### config.mk
export PLATFORM = sky130hd
export DESIGN_NAME = w_writeback_port_flat
export DESIGN_NICKNAME = d
export VERILOG_FILES = /design/src/rtl/w_writeback_port_if.sv /design/src/rtl/w_writeback_port.sv /design/src/flat_wrapper.sv
export SDC_FILE = /design/constraint.sdc
export NUM_CORES = 1
export LEC_CHECK = 0
export BUFFER_PORTS_ARGS = -buffer_cell sky130_fd_sc_hd__buf_2
export CORE_ASPECT_RATIO = 1.25
export CORE_UTILIZATION = 45
export CTS_CLUSTER_SIZE = 16
export DETAILED_ROUTE_END_ITERATION = 10
export PLACE_DENSITY = 0.7
export SKIP_LAST_GASP = 1
export SYNTH_ARGS = -nofsm -noshare
export SYNTH_HDL_FRONTEND = slang
export SYNTH_SLANG_ARGS = --single-unit
### constraint.sdc
create_clock -name clk -period 2.2 [get_ports clk]
set_input_delay 0.22 -clock clk [delete_from_list [all_inputs] [get_ports clk]]
set_output_delay 0.22 -clock clk [all_outputs]
set_load 0.02 [all_outputs]
### src/rtl/w_writeback_port_if.sv
// M->W bundle and register-file write port of the write-back stage.
// The M stage drives the master side; the write-back stage is the slave.
interface w_writeback_port_if;
  logic        m_valid;
  logic        m_reg_we;
  logic [4:0]  m_a3;
  logic [1:0]  m_wd_sel;
  logic [2:0]  m_ld_type;
  logic [1:0]  m_addr_lo;
  logic [31:0] m_alu;
  logic [31:0] m_mem_rdata;
  logic [31:0] m_pc;
  logic        grf_we;
  logic [4:0]  grf_a3;
  logic [31:0] grf_wd;
  logic [31:0] grf_pc;
  logic [4:0]  fwd_a3;
  logic [31:0] fwd_wd;
  logic        ld_misalign;

  modport master (
    output m_valid, m_reg_we, m_a3, m_wd_sel, m_ld_type,
    output m_addr_lo, m_alu, m_mem_rdata, m_pc,
    input  grf_we, grf_a3, grf_wd, grf_pc,
    input  fwd_a3, fwd_wd, ld_misalign
  );

  modport slave (
    input  m_valid, m_reg_we, m_a3, m_wd_sel, m_ld_type,
    input  m_addr_lo, m_alu, m_mem_rdata, m_pc,
    output grf_we, grf_a3, grf_wd, grf_pc,
    output fwd_a3, fwd_wd, ld_misalign
  );
endinterface

### src/rtl/w_writeback_port.sv
// MIPS W stage: M->W register, load extraction, single GRF write port.
// Optional retire counter output enabled by WB_RETIRE_CNT_EN.
module w_writeback_port #(
  parameter logic [31:0] PC_RESET = 32'h0000_3000
) (
  input  logic        clk,
  input  logic        reset,
  input  logic        stall,
  input  logic        flush,
`ifdef WB_RETIRE_CNT_EN
  output logic [31:0] retire_cnt,
`endif
  w_writeback_port_if.slave wb
);

  logic        valid_q;
  logic        reg_we_q;
  logic [4:0]  a3_q;
  logic [1:0]  wd_sel_q;
  logic [2:0]  ld_type_q;
  logic [1:0]  addr_lo_q;
  logic [31:0] alu_q;
  logic [31:0] rdata_q;
  logic [31:0] pc_q;

  always_ff @(posedge clk) begin
    if (reset || flush) begin
      valid_q   <= 1'b0;
      reg_we_q  <= 1'b0;
      a3_q      <= '0;
      wd_sel_q  <= '0;
      ld_type_q <= '0;
      addr_lo_q <= '0;
      alu_q     <= '0;
      rdata_q   <= '0;
      pc_q      <= PC_RESET;
    end else if (!stall) begin
      valid_q   <= wb.m_valid;
      reg_we_q  <= wb.m_reg_we;
      a3_q      <= wb.m_a3;
      wd_sel_q  <= wb.m_wd_sel;
      ld_type_q <= wb.m_ld_type;
      addr_lo_q <= wb.m_addr_lo;
      alu_q     <= wb.m_alu;
      rdata_q   <= wb.m_mem_rdata;
      pc_q      <= wb.m_pc;
    end
  end

  logic        is_load;
  logic        is_lw;
  logic        is_half;
  logic        misalign;
  logic [7:0]  byte_v;
  logic [15:0] half_v;
  logic [31:0] ld_data;
  logic [31:0] sel_data;
  logic        we;

  assign is_load  = (wd_sel_q == 2'd1);
  assign is_lw    = (ld_type_q == 3'd0);
  assign is_half  = (ld_type_q == 3'd3) || (ld_type_q == 3'd4);
  assign misalign = is_load &&
                    ((is_lw && (addr_lo_q != 2'd0)) ||
                     (is_half && addr_lo_q[0]));

  always_comb begin
    byte_v = rdata_q[7:0];
    case (addr_lo_q)
      2'd1:    byte_v = rdata_q[15:8];
      2'd2:    byte_v = rdata_q[23:16];
      2'd3:    byte_v = rdata_q[31:24];
      default: byte_v = rdata_q[7:0];
    endcase
  end

  assign half_v = addr_lo_q[1] ? rdata_q[31:16] : rdata_q[15:0];

  always_comb begin
    ld_data = rdata_q;
    case (ld_type_q)
      3'd1:    ld_data = {{24{byte_v[7]}}, byte_v};
      3'd2:    ld_data = {24'd0, byte_v};
      3'd3:    ld_data = {{16{half_v[15]}}, half_v};
      3'd4:    ld_data = {16'd0, half_v};
      default: ld_data = rdata_q;
    endcase
  end

  always_comb begin
    sel_data = '0;
    unique case (1'b1)
      (wd_sel_q == 2'd0): sel_data = alu_q;
      (wd_sel_q == 2'd1): sel_data = ld_data;
      (wd_sel_q == 2'd2): sel_data = pc_q + 32'd8;
      (wd_sel_q == 2'd3): sel_data = '0;
    endcase
  end

  assign we = valid_q && reg_we_q &&
              (a3_q != 5'd0) && !misalign;

  assign wb.grf_we      = we;
  assign wb.grf_a3      = we ? a3_q : 5'd0;
  assign wb.grf_wd      = we ? sel_data : 32'd0;
  assign wb.grf_pc      = pc_q;
  assign wb.fwd_a3      = wb.grf_a3;
  assign wb.fwd_wd      = wb.grf_wd;
  assign wb.ld_misalign = misalign;

`ifdef WB_RETIRE_CNT_EN
  logic [31:0] retire_cnt_q;
  logic [31:0] retire_cnt_d;

  // A stalled cycle re-presents the same write; count it only once.
  assign retire_cnt_d = (we && !stall) ? retire_cnt_q + 32'd1
                                       : retire_cnt_q;

  always_ff @(posedge clk) begin
    if (reset) retire_cnt_q <= '0;
    else       retire_cnt_q <= retire_cnt_d;
  end

  assign retire_cnt = retire_cnt_q;
`endif

endmodule

### src/flat_wrapper.sv
// flat-port wrapper written by rule: the top's interface ports become plain ports
module w_writeback_port_flat 
#(
  parameter logic [31:0] PC_RESET = 32'h0000_3000
)
  (clk, reset, stall, flush, wb_m_valid, wb_m_reg_we, wb_m_a3, wb_m_wd_sel, wb_m_ld_type, wb_m_addr_lo, wb_m_alu, wb_m_mem_rdata, wb_m_pc, wb_grf_we, wb_grf_a3, wb_grf_wd, wb_grf_pc, wb_fwd_a3, wb_fwd_wd, wb_ld_misalign);
  w_writeback_port_if wb_i ();
  input  logic clk;
  input  logic reset;
  input  logic stall;
  input  logic flush;
  input wire logic [$bits(wb_i.m_valid)-1:0] wb_m_valid;
  input wire logic [$bits(wb_i.m_reg_we)-1:0] wb_m_reg_we;
  input wire logic [$bits(wb_i.m_a3)-1:0] wb_m_a3;
  input wire logic [$bits(wb_i.m_wd_sel)-1:0] wb_m_wd_sel;
  input wire logic [$bits(wb_i.m_ld_type)-1:0] wb_m_ld_type;
  input wire logic [$bits(wb_i.m_addr_lo)-1:0] wb_m_addr_lo;
  input wire logic [$bits(wb_i.m_alu)-1:0] wb_m_alu;
  input wire logic [$bits(wb_i.m_mem_rdata)-1:0] wb_m_mem_rdata;
  input wire logic [$bits(wb_i.m_pc)-1:0] wb_m_pc;
  output wire logic [$bits(wb_i.grf_we)-1:0] wb_grf_we;
  output wire logic [$bits(wb_i.grf_a3)-1:0] wb_grf_a3;
  output wire logic [$bits(wb_i.grf_wd)-1:0] wb_grf_wd;
  output wire logic [$bits(wb_i.grf_pc)-1:0] wb_grf_pc;
  output wire logic [$bits(wb_i.fwd_a3)-1:0] wb_fwd_a3;
  output wire logic [$bits(wb_i.fwd_wd)-1:0] wb_fwd_wd;
  output wire logic [$bits(wb_i.ld_misalign)-1:0] wb_ld_misalign;
  assign wb_i.m_valid = wb_m_valid;
  assign wb_i.m_reg_we = wb_m_reg_we;
  assign wb_i.m_a3 = wb_m_a3;
  assign wb_i.m_wd_sel = wb_m_wd_sel;
  assign wb_i.m_ld_type = wb_m_ld_type;
  assign wb_i.m_addr_lo = wb_m_addr_lo;
  assign wb_i.m_alu = wb_m_alu;
  assign wb_i.m_mem_rdata = wb_m_mem_rdata;
  assign wb_i.m_pc = wb_m_pc;
  assign wb_grf_we = wb_i.grf_we;
  assign wb_grf_a3 = wb_i.grf_a3;
  assign wb_grf_wd = wb_i.grf_wd;
  assign wb_grf_pc = wb_i.grf_pc;
  assign wb_fwd_a3 = wb_i.fwd_a3;
  assign wb_fwd_wd = wb_i.fwd_wd;
  assign wb_ld_misalign = wb_i.ld_misalign;
  w_writeback_port #(.PC_RESET(PC_RESET)) u_core (.clk(clk), .reset(reset), .stall(stall), .flush(flush), .wb(wb_i));
endmodule
==> flow_summary_export.csv, run 1 <==
group,metric,value,unit
synth,synth_cell_type_count,66,
drt,dr.pass1.iters,5,
floorplanning,fp.dieH,133.6,µm
sta,setup_viol,75,
grt,antenna_found_initial,1,
synth,postSynth.asyncResetShare,0,%
setup_path,cp_slowest_cell,"mux4_2",
sta,slew_headroom,56.21,%
grt,grt_overflow,0,
synth,synth_fp_nets,836,
floorplanning,initial_core_util,46.48,%
floorplanning,core-area,13410,µm²
place,io_buffer_count,221,
sta,tightestPinTransition,0.6500,ns
cts,postCtsHoldBufs,0,
layout,multi_input_area,4305,µm²
floorplanning,row_count,47,
setup_path,crit_type,"reg -> out",
cts,path_clk_slew,0.08,ns
floorplanning,ios,222,
layout,final_common_cell,"buf_2",
setup_path,required,1.98,ns
cts,clock_path_buffers,2,
drt,antenna_left,0,
drt,via_count,6628,
layout,fillers,971,
synth,synthCells,721,
drt,drt_wl_total,22970,µm
setup_path,cp_max_fo,8,
cts,cts_tree,"done",
hold_path,hp-start,"reset",
layout,syn_to_final_growth,53.10,%
sta,tns,-20.82,ns
drt,first_iter_violations,421,
job,cap_violations,0,
layout,seqCellArea,2238,µm²
layout,final_nets,1088,
setup_path,crit_start,"u_core.addr_lo_q[0]",
synth,ys_seq_elements,110,
cts,clkLatencyLatePin,0.35,ns
synth,synth_edf_count,0,
cts,cts_root_buf,"clkbuf_16",
floorplanning,dieArea,14330,µm²
sta,hold_viol,0,
layout,utilization,71.16,%
sta,fmax,385.7,MHz
layout,final_cell_mix,"buf_2, nor2_1, mux2i_1, buf_4, dfxtp_1",
place,place_hpwl,15960,µm
power_and_ir_drop,p_leak,0.004122,µW
grt,grt_pass1_wl,32830,µm
run_status,outcome,"finished with violations",
cts,cts_made_buffers,9,
synth,synth_ff_type,"dfxtp_1",
sta,grt_setup_unrepaired,"yes",
place,gp_congestion,0.9141,
sta,period_needed,2.592,ns
synth,avgSynthCellArea,8.644,µm²
synth,yosysSeqAreaShare,35.33,%
layout,drive_above_1_share,47.96,%
sta,maxSlewViolCount,0,
sta,final.period_utilization,117.8,%
grt,grt_pass1_vias,6240,
setup_path,startpoint_type,"flip-flop",
cts,cts.sinks,110,
setup_path,crit_chain,"mux4_2 > nor4_4 > o31ai_4 > nand2_2 > buf_12 > o32ai_4 > buf_6",
layout,diodes,0,
setup_path,cp.arrival,2.37,ns
sta,skew,0,ns
setup_path,cp-end-kind,"primary output",
drt,viasPerCell,5.768,
setup_path,cpPeakStageDelay,0.39,ns
grt,grt_start_max_net_pins,41,
sta,fin_ws,-0.3925,ns
run_status,violations,"negative setup slack",
synth,synthesis.area,6232,µm²
setup_path,ff2ff_setup_slack,1.15,ns
setup_path,r2r-start,"u_core.addr_lo_q[1]",
hold_path,hold_path_class,"in -> reg",
floorplanning,die_w,107.3,µm
drt,drc_errors,0,
grt,grt_usage,29.98,%
power_and_ir_drop,power.density,480.4,nW/µm²
power_and_ir_drop,ir_drop,0.0003912,V
synth,synth_warnings,0,
cts,h-tree-depth,3,
drt,wire_per_inst,19.99,µm
-- worst max-delay path, delay by kind of cell (launching register included) --
kind	cells	cell delay, ns
AO/OA/AOI/OAI	2	0.75
buffers and inverters	2	0.36
flip-flops	1	0.33
multiplexers	1	0.39
AND/OR/NAND/NOR	2	0.20
-- power by group --
group / switching, µW / internal [µW] / total [µW] / leakage, µW
clock: 766 / 880 / 1650 / 0.000134
sequential: 72.0 / 2050 / 2130 / 0.000906
combinational: 437 / 374 / 812 / 0.00308
-- area by class of cell --
type / count / share of cell area, %
Clock buffer: 10 / 2.400
Clock inverter: 6 / 0.6557
Inverter: 17 / 0.7737
Multi-Input combinational cell: 510 / 45.12
Sequential cell: 110 / 23.46
Tap cell: 171 / 2.242
Timing Repair Buffer: 325 / 25.35
-- final timing paths --
path              cells past startpoint                   end
hold / removal                        3  u_core.wb.grf_pc[12]
setup / recovery                      7         wb_fwd_wd[21]
hold reg to reg                       2      u_core.alu_q[20]
setup reg to reg                      5   u_core.addr_lo_q[1]
-- cell families after synthesis --
family	share of synthesized area (%)
AOI/OAI and AO/OA	15.26
xor gates and xnor gates	3.212
adders and majority gates	0.2007
buffers and inverters	8.713
DFF	35.33
muxes	20.06
and+or+nand+nor	17.23
-- timing repair --
item,4_1_cts,5_1_grt
setup buffers,18,18
resized for setup,136,137
cloned,1,0
setup endpoints to repair,76,76
pin swaps,19,40
-- metrics by stage --
stage          total power (µW)  setup slack [ns]  cells  hold WS (ns)  cell area, µm²
6_report                   4584           -0.3925   1149       0.06090            9542
2_1_floorplan              2549           -0.2268    721        0.3173            6397
5_1_grt                    4735           -0.4560   1149       0.08948            9542
3_3_place_gp               2838           -0.1242   1107        0.4277            7918
3_5_place_dp               2846           -0.1703   1107        0.4263            7918
4_1_cts                    4506           -0.3157   1141       0.06020            8909
-- cell usage after synthesis (all sizes together) (4+ instances only) --
cell type | instances | share of area [%]
inv | 17 | 1.0
nand2 | 27 | 1.7
a21o | 6 | 0.72
buf | 54 | 5.9
a311oi | 5 | 0.70
nor2 | 136 | 8.2
nand4 | 9 | 0.90
a2111oi | 4 | 0.96
and3 | 6 | 0.60
xor2 | 5 | 0.82
xnor2 | 17 | 2.4
a221oi | 5 | 0.70
mux2i | 117 | 19
o21ai | 27 | 2.3
a21oi | 25 | 2.1
mux2 | 5 | 0.90
o31ai | 4 | 0.56
or3 | 8 | 0.80
a41o | 4 | 0.64
a211oi | 5 | 0.60
clkbuf | 30 | 1.8
nor3 | 17 | 1.4
nor4 | 8 | 0.90
dfxtp | 110 | 35
o31a | 4 | 0.56
nand3 | 12 | 0.96
o32ai | 10 | 1.4
and4 | 5 | 0.70
o311ai | 4 | 0.56
o21a | 4 | 0.48
-- layer usage --
layer	routed length [µm]	global-route usage (%)
met5	13	0
met1	8917	35.80
met3	1342	4.305
met4	1331	14.99
met2	11370	52.01
-- sequential cells by signal (all words and copies together), names as in the netlist --
register,flops
u_core.a3_q,5
u_core.addr_lo_q,2
u_core.alu_q,32
u_core.ld_type_q,3
u_core.rdata_q,32
u_core.reg_we_q,1
u_core.valid_q,1
u_core.wb.grf_pc,32
u_core.wd_sel_q,2
Power figures use the tool's default switching activity.
==> inputs of run 2 (changes only) <==
- ABC_AREA: not set -> 1
- CAP_MARGIN: not set -> 15
==> run 2 against run 1 <==
The run still ends with negative setup slack left. Flip-flop and latch count is the same. Maximum frequency up 16%. Critical path depth rose by 3. Utilization down 5.6 points. Final area is 3.9% lower. Final cell count rose by 25%. Sequential power hardly changed. Register-to-register slack better by 0.14 ns. Non-clock buffer count down 43. Critical path type unchanged.
==> flow_summary_export.csv, run 2 <==
group,metric,value,unit
sta,fmax,448.1,MHz
place,dp_slack,0.1473,ns
setup_path,required,1.98,ns
synth,synth_cell_type_count,29,
grt,grt_usage,31.36,%
layout,fillers,1332,
synth,synth_area_leaders,"dfxtp_1, nand2_1, a21oi_1",
place,gp_congestion,0.9970,
grt,antenna_found_initial,0,
cts,h-tree-depth,3,
layout,drive_above_1_share,38.76,%
sta,grt_setup_unrepaired,"yes",
layout,utilization,65.52,%
sta,hold_viol,0,
job,cap_violations,0,
layout,syn_to_final_growth,40.54,%
synth,yosysMostFrequentCell,"nand2_1",
synth,synthCells,1051,
drt,antenna_left,0,
drt,drc_errors,0,
synth,synth.top_cell.area_share,33.76,%
synth,ys_seq_elements,110,
cts,clock_path_buffers,2,
sta,slew_headroom,64.99,%
synth,synth_fp_nets,1166,
sta,setup_viol,4,
place,io_buffer_count,221,
synth,avgSynthCellArea,6.207,µm²
sta,skew,0,ns
floorplanning,dieArea,14990,µm²
drt,first_iter_violations,558,
floorplanning,core-area,13990,µm²
layout,final_cell_mix,"nand2_1, buf_2, a21oi_1, dfxtp_1, buf_4",
cts,clkLatencyLatePin,0.35,ns
sta,fin_ws,-0.03176,ns
grt,grt_start_max_net_pins,85,
synth,yosysSeqAreaShare,33.76,%
power_and_ir_drop,power.density,506.5,nW/µm²
floorplanning,die_w,109.7,µm
setup_path,cp-end-kind,"primary output",
sta,maxSlewViolCount,0,
floorplanning,fp.dieH,136.6,µm
floorplanning,initial_core_util,46.62,%
setup_path,crit_type,"reg -> out",
grt,grt_pass1_wl,35480,µm
sta,final.period_utilization,101.4,%
synth,synth_warnings,0,
floorplanning,ios,222,
floorplanning,row_count,48,
setup_path,cp_max_fo,7,
hold_path,hold_path_class,"in -> reg",
sta,tns,-0.04312,ns
synth,synth_edf_count,0,
cts,cts_root_buf,"clkbuf_16",
layout,fin_area,9169,µm²
setup_path,cp.arrival,2.01,ns
setup_path,startpoint_type,"flip-flop",
run_status,violations,"negative setup slack",
place,place_hpwl,18050,µm
cts,cts.sinks,110,
power_and_ir_drop,ir_drop,0.0004968,V
cts,path_clk_slew,0.08,ns
synth,postSynth.asyncResetShare,0,%
run_status,outcome,"finished with violations",
place,place_area,7717,µm²
layout,diodes,0,
drt,dr.pass1.iters,6,
cts,cts_made_buffers,9,
drt,via_count,7754,
drt,viasPerCell,5.407,
synth,yosys-top-cells-count,"nand2_1, a21oi_1, dfxtp_1",
grt,grt_pass1_vias,6891,
drt,wire_per_inst,17.09,µm
power_and_ir_drop,p_leak,0.004033,µW
cts,cts_tree,"done",
layout,final_nets,1369,
layout,final_common_cell,"nand2_1",
sta,tightestPinTransition,0.5244,ns
grt,grt_overflow,0,
drt,drt_wl_total,24500,µm
synth,yosysTopAreaCell,"dfxtp_1",
sta,period_needed,2.232,ns
synth,synthesis.area,6524,µm²
synth,synth_ff_type,"dfxtp_1",
run 2: per-layer routing:
layer	vias to the layer above	share of wire [%]	track usage, %
met5	-	0	0
met4	0	5.4	18.37
met3	70	6.3	4.143
met2	334	51	55.21
met1	3555	37	35.84
li1	3795	-	-
run 2: layout make-up:
| cell class | instances | area [µm²] | area share, % |
|---|---|---|---|
| multi-input cells | 772 | 4080 | 44.50 |
| inverters | 78 | 327.8 | 3.575 |
| flip-flops and latches | 110 | 2273 | 24.80 |
| well taps | 175 | 219.0 | 2.388 |
| repair buffers | 282 | 1949 | 21.26 |
| repair inverters | 1 | 8.758 | 0.09552 |
| clock buffers | 12 | 256.5 | 2.797 |
| clock inverters | 4 | 53.80 | 0.5868 |
run 2: worst paths after layout:
kind                        from  depth (start not counted)                   end  slack, ns
max          u_core.ld_type_q[1]                         10          wb_grf_wd[6]      -0.03
min                  wb_m_pc[13]                          3  u_core.wb.grf_pc[13]       0.08
max reg2reg  u_core.wb.grf_pc[5]                          3   u_core.wb.grf_pc[5]       1.29
min reg2reg      u_core.alu_q[1]                          2       u_core.alu_q[1]       0.47
run 2: through the flow:
| stage | cells | hold slack [ns] | power, µW |
|---|---|---|---|
| after floorplan | 1051 | 0.3332 | 2550 |
| after global placement | 1399 | 0.4246 | 2826 |
| after detailed placement | 1399 | 0.4312 | 2829 |
| after CTS | 1421 | 0.07022 | 4548 |
| after global routing | 1434 | 0.09094 | 4831 |
| final | 1434 | 0.08242 | 4644 |
run 2: worst max-delay path, cell delays in order, from the launching register on:
cell      delay, ns
dfxtp_4        0.38
nor2_4         0.19
nand2_2        0.10
o21ai_4        0.11
nand2_2        0.10
nand2_4        0.10
nand2_8        0.09
buf_6          0.14
o211ai_1       0.15
a21oi_2        0.10
buf_4          0.17
run 2: cell families after synthesis:
group           Yosys count  share of synthesized area [%]
compound gates          235                          19.79
buf+inv                 169                          12.56
flops                   110                          33.76
fa+ha+maj                 1                         0.1918
simple gates            536                          33.70
run 2: power breakdown:
group          leakage (µW)  internal, µW  switching (µW)  total, µW
Sequential         0.000913          2060            78.9       2130
Clock              0.000145           952             777       1730
Combinational       0.00297           304             478        781
Total               0.00403          3310            1330       4640
run 2: repair_timing:
item | CTS | global route
pin swaps | 10 | 41
resized for setup | 82 | 234
setup buffers | 6 | 12
gates cloned | 0 | 2
hold buffers | 0 | 0
endpoints found under the setup margin | 64 | 66
==> inputs of run 3 (changes only) <==
- SKIP_CTS_REPAIR_TIMING: not set -> 1
==> run 3 against run 2 <==
The flow still finishes with violations (negative setup slack). First-iteration DRC count increased by 4.8%. Worst hold slack worse by 0.0037 ns. Clock-buffer cell count stayed put. Wire length shrank 4.1%. Flip-flop and latch count unchanged. Die area did not move. Combinational power decreased by 9.3%. Largest power group unchanged. Sequential power about the same. Global-route usage down 0.26 points. Total power fell by 1.8%. Register-to-register slack worse by 0.08 ns.
==> flow_summary_export.csv, run 3 (same netlist as run 2, synthesis figures left out) <==
group,metric,value,unit
run_status,outcome,"finished with violations",
run_status,violations,"negative setup slack",
drt,wire_per_inst,16.53,µm
cts,path_clk_slew,0.07,ns
cts,clkLatencyLatePin,0.35,ns
setup_path,cpPeakStageDelay,0.37,ns
setup_path,crit_type,"reg -> out",
setup_path,required,1.98,ns
power_and_ir_drop,sw_frac_of_total,27.92,%
setup_path,startpoint_type,"flip-flop",
power_and_ir_drop,p_int,3287,µW
layout,final_nets,1357,
sta,tightestPinTransition,0.5182,ns
place,dp.cells,1399,
drt,first_iter_violations,585,
layout,utilization,61.42,%
floorplanning,ios,222,
place,place_hpwl,18050,µm
grt,grt_usage,31.09,%
floorplanning,initial_core_util,46.62,%
sta,fin_ws,-0.03644,ns
layout,final_cell_mix,"nand2_1, buf_2, a21oi_1, buf_4, dfxtp_1",
cts,clock_path_buffers,2,
power_and_ir_drop,ir_drop,0.0004880,V
grt,grt_start_max_net_pins,85,
cts,cts_tree,"done",
floorplanning,fp.dieH,136.6,µm
floorplanning,dieArea,14990,µm²
drt,drc_errors,0,
cts,h-tree-depth,3,
drt,via_count,7597,
sta,final.period_utilization,101.7,%
grt,grt_pass1_wl,35180,µm
sta,period_needed,2.236,ns
power_and_ir_drop,pwr-share-comb,15.5,%
layout,diodes,0,
job,cap_violations,0,
layout,drive_above_1_share,32.80,%
sta,maxSlewViolCount,0,
cts,cts_root_buf,"clkbuf_16",
cts,cts.sinks,110,
layout,final_common_cell,"nand2_1",
cts,cts_made_buffers,9,
sta,grt_setup_unrepaired,"yes",
sta,slew_headroom,65.40,%
power_and_ir_drop,p_leak,0.003829,µW
floorplanning,row_count,48,
setup_path,cp-end-kind,"primary output",
setup_path,cp_slowest_cell,"dfxtp_4",
place,gp_congestion,0.9970,
drt,drt_wl_total,23510,µm
grt,grt_pass1_vias,6833,
setup_path,cp.arrival,2.02,ns
hold_path,hold_path_class,"in -> reg",
grt,grt_overflow,0,
setup_path,ff2ff_setup_slack,1.21,ns
drt,antenna_left,0,
drt,viasPerCell,5.342,
layout,stdcell_count,1422,
power_and_ir_drop,pwr-share-seq,46.9,%
grt,antenna_found_initial,0,
power_and_ir_drop,power.density,530.5,nW/µm²
hold_path,hold_path_depth,3,
setup_path,crit_chain,"nor2_4 > nand2_1 > o21ai_4 > nand2_2 > nand2_4 > nand2_8 > buf_4 > o211ai_1 > a21oi_2 > buf_2",
drt,dr.pass1.iters,7,
sta,setup_viol,10,
floorplanning,die_w,109.7,µm
power_and_ir_drop,p_clk_share,37.6,%
sta,skew,0,ns
sta,hold_viol,0,
sta,fmax,447.1,MHz
layout,syn_to_final_growth,31.74,%
floorplanning,core-area,13990,µm²
setup_path,cp_max_fo,11,
place,io_buffer_count,221,
power_and_ir_drop,switching_power,1273,µW
setup_path,rr_worst_depth,4,
-- run 3: cell count changes in the layout (fill, tap and decap cells not counted), moves of 10 or more --
cell / change
buf_4: +17
nor2_2: -11
buf_6: -32
nor2_1: +13
nand2_1: +10
nand3_1: +23
nand3_2: -23
-- run 3: power groups by stage --
stage / sequential, µW / combinational [µW] / clock [µW]
finish: 2140 / 708 / 1710
global placement: 2180 / 650 / 0
detailed placement: 2180 / 652 / 0
floorplan: 2180 / 367 / 0
global route: 2150 / 782 / 1820
CTS: 2130 / 656 / 1730
-- run 3: area by class of cell --
class / count / area (µm²)
clock buffer: 12 / 256.5
clock inverter: 4 / 53.80
timing repair buffer: 271 / 1689
fill: 1419 / 5399
sequential: 110 / 2246
multi-input combinational: 772 / 3815
tap: 175 / 219.0
inverter: 78 / 315.3
-- run 3: through the flow --
| stage | TNS [ns] | power, µW | cell area (µm²) | hold slack, ns | setup slack (ns) |
|---|---|---|---|---|---|
| finish | -0.1600 | 4560 | 8594 | 0.07876 | -0.03644 |
| CTS | -10.46 | 4519 | 8028 | 0.07029 | -0.2447 |
| global route | -5.376 | 4746 | 8594 | 0.09287 | -0.1337 |
| global placement | 0 | 2826 | 7717 | 0.4246 | 0.1802 |
| floorplan | 0 | 2550 | 6524 | 0.3332 | 0.0003255 |
| detailed placement | 0 | 2829 | 7717 | 0.4312 | 0.1473 |
-- run 3: routing by layer --
metal | routed length, µm | vias up | part of all wire (%) | GRT usage (%)
met5 | 0 | - | 0 | 0
met4 | 1218 | 0 | 5.2 | 16.22
met3 | 1118 | 65 | 4.8 | 4.333
met2 | 12030 | 314 | 51 | 55.42
met1 | 9141 | 3456 | 39 | 35.62
li1 | - | 3762 | - | -
-- run 3: path summary, 6_finish.rpt --
kind                             from              endpoint
hold reg to reg       u_core.alu_q[1]       u_core.alu_q[1]
setup reg to reg  u_core.wb.grf_pc[3]   u_core.wb.grf_pc[3]
hold / removal            wb_m_pc[13]  u_core.wb.grf_pc[13]
setup / recovery  u_core.ld_type_q[1]          wb_fwd_wd[6]
-- run 3: worst max-delay path, delay by kind of cell, from the launching register on --
kind | cells | cell delay (ns)
AO/OA/AOI/OAI | 3 | 0.36
buffers and inverters | 2 | 0.35
AND/OR/NAND/NOR | 5 | 0.57
flip-flops | 1 | 0.37
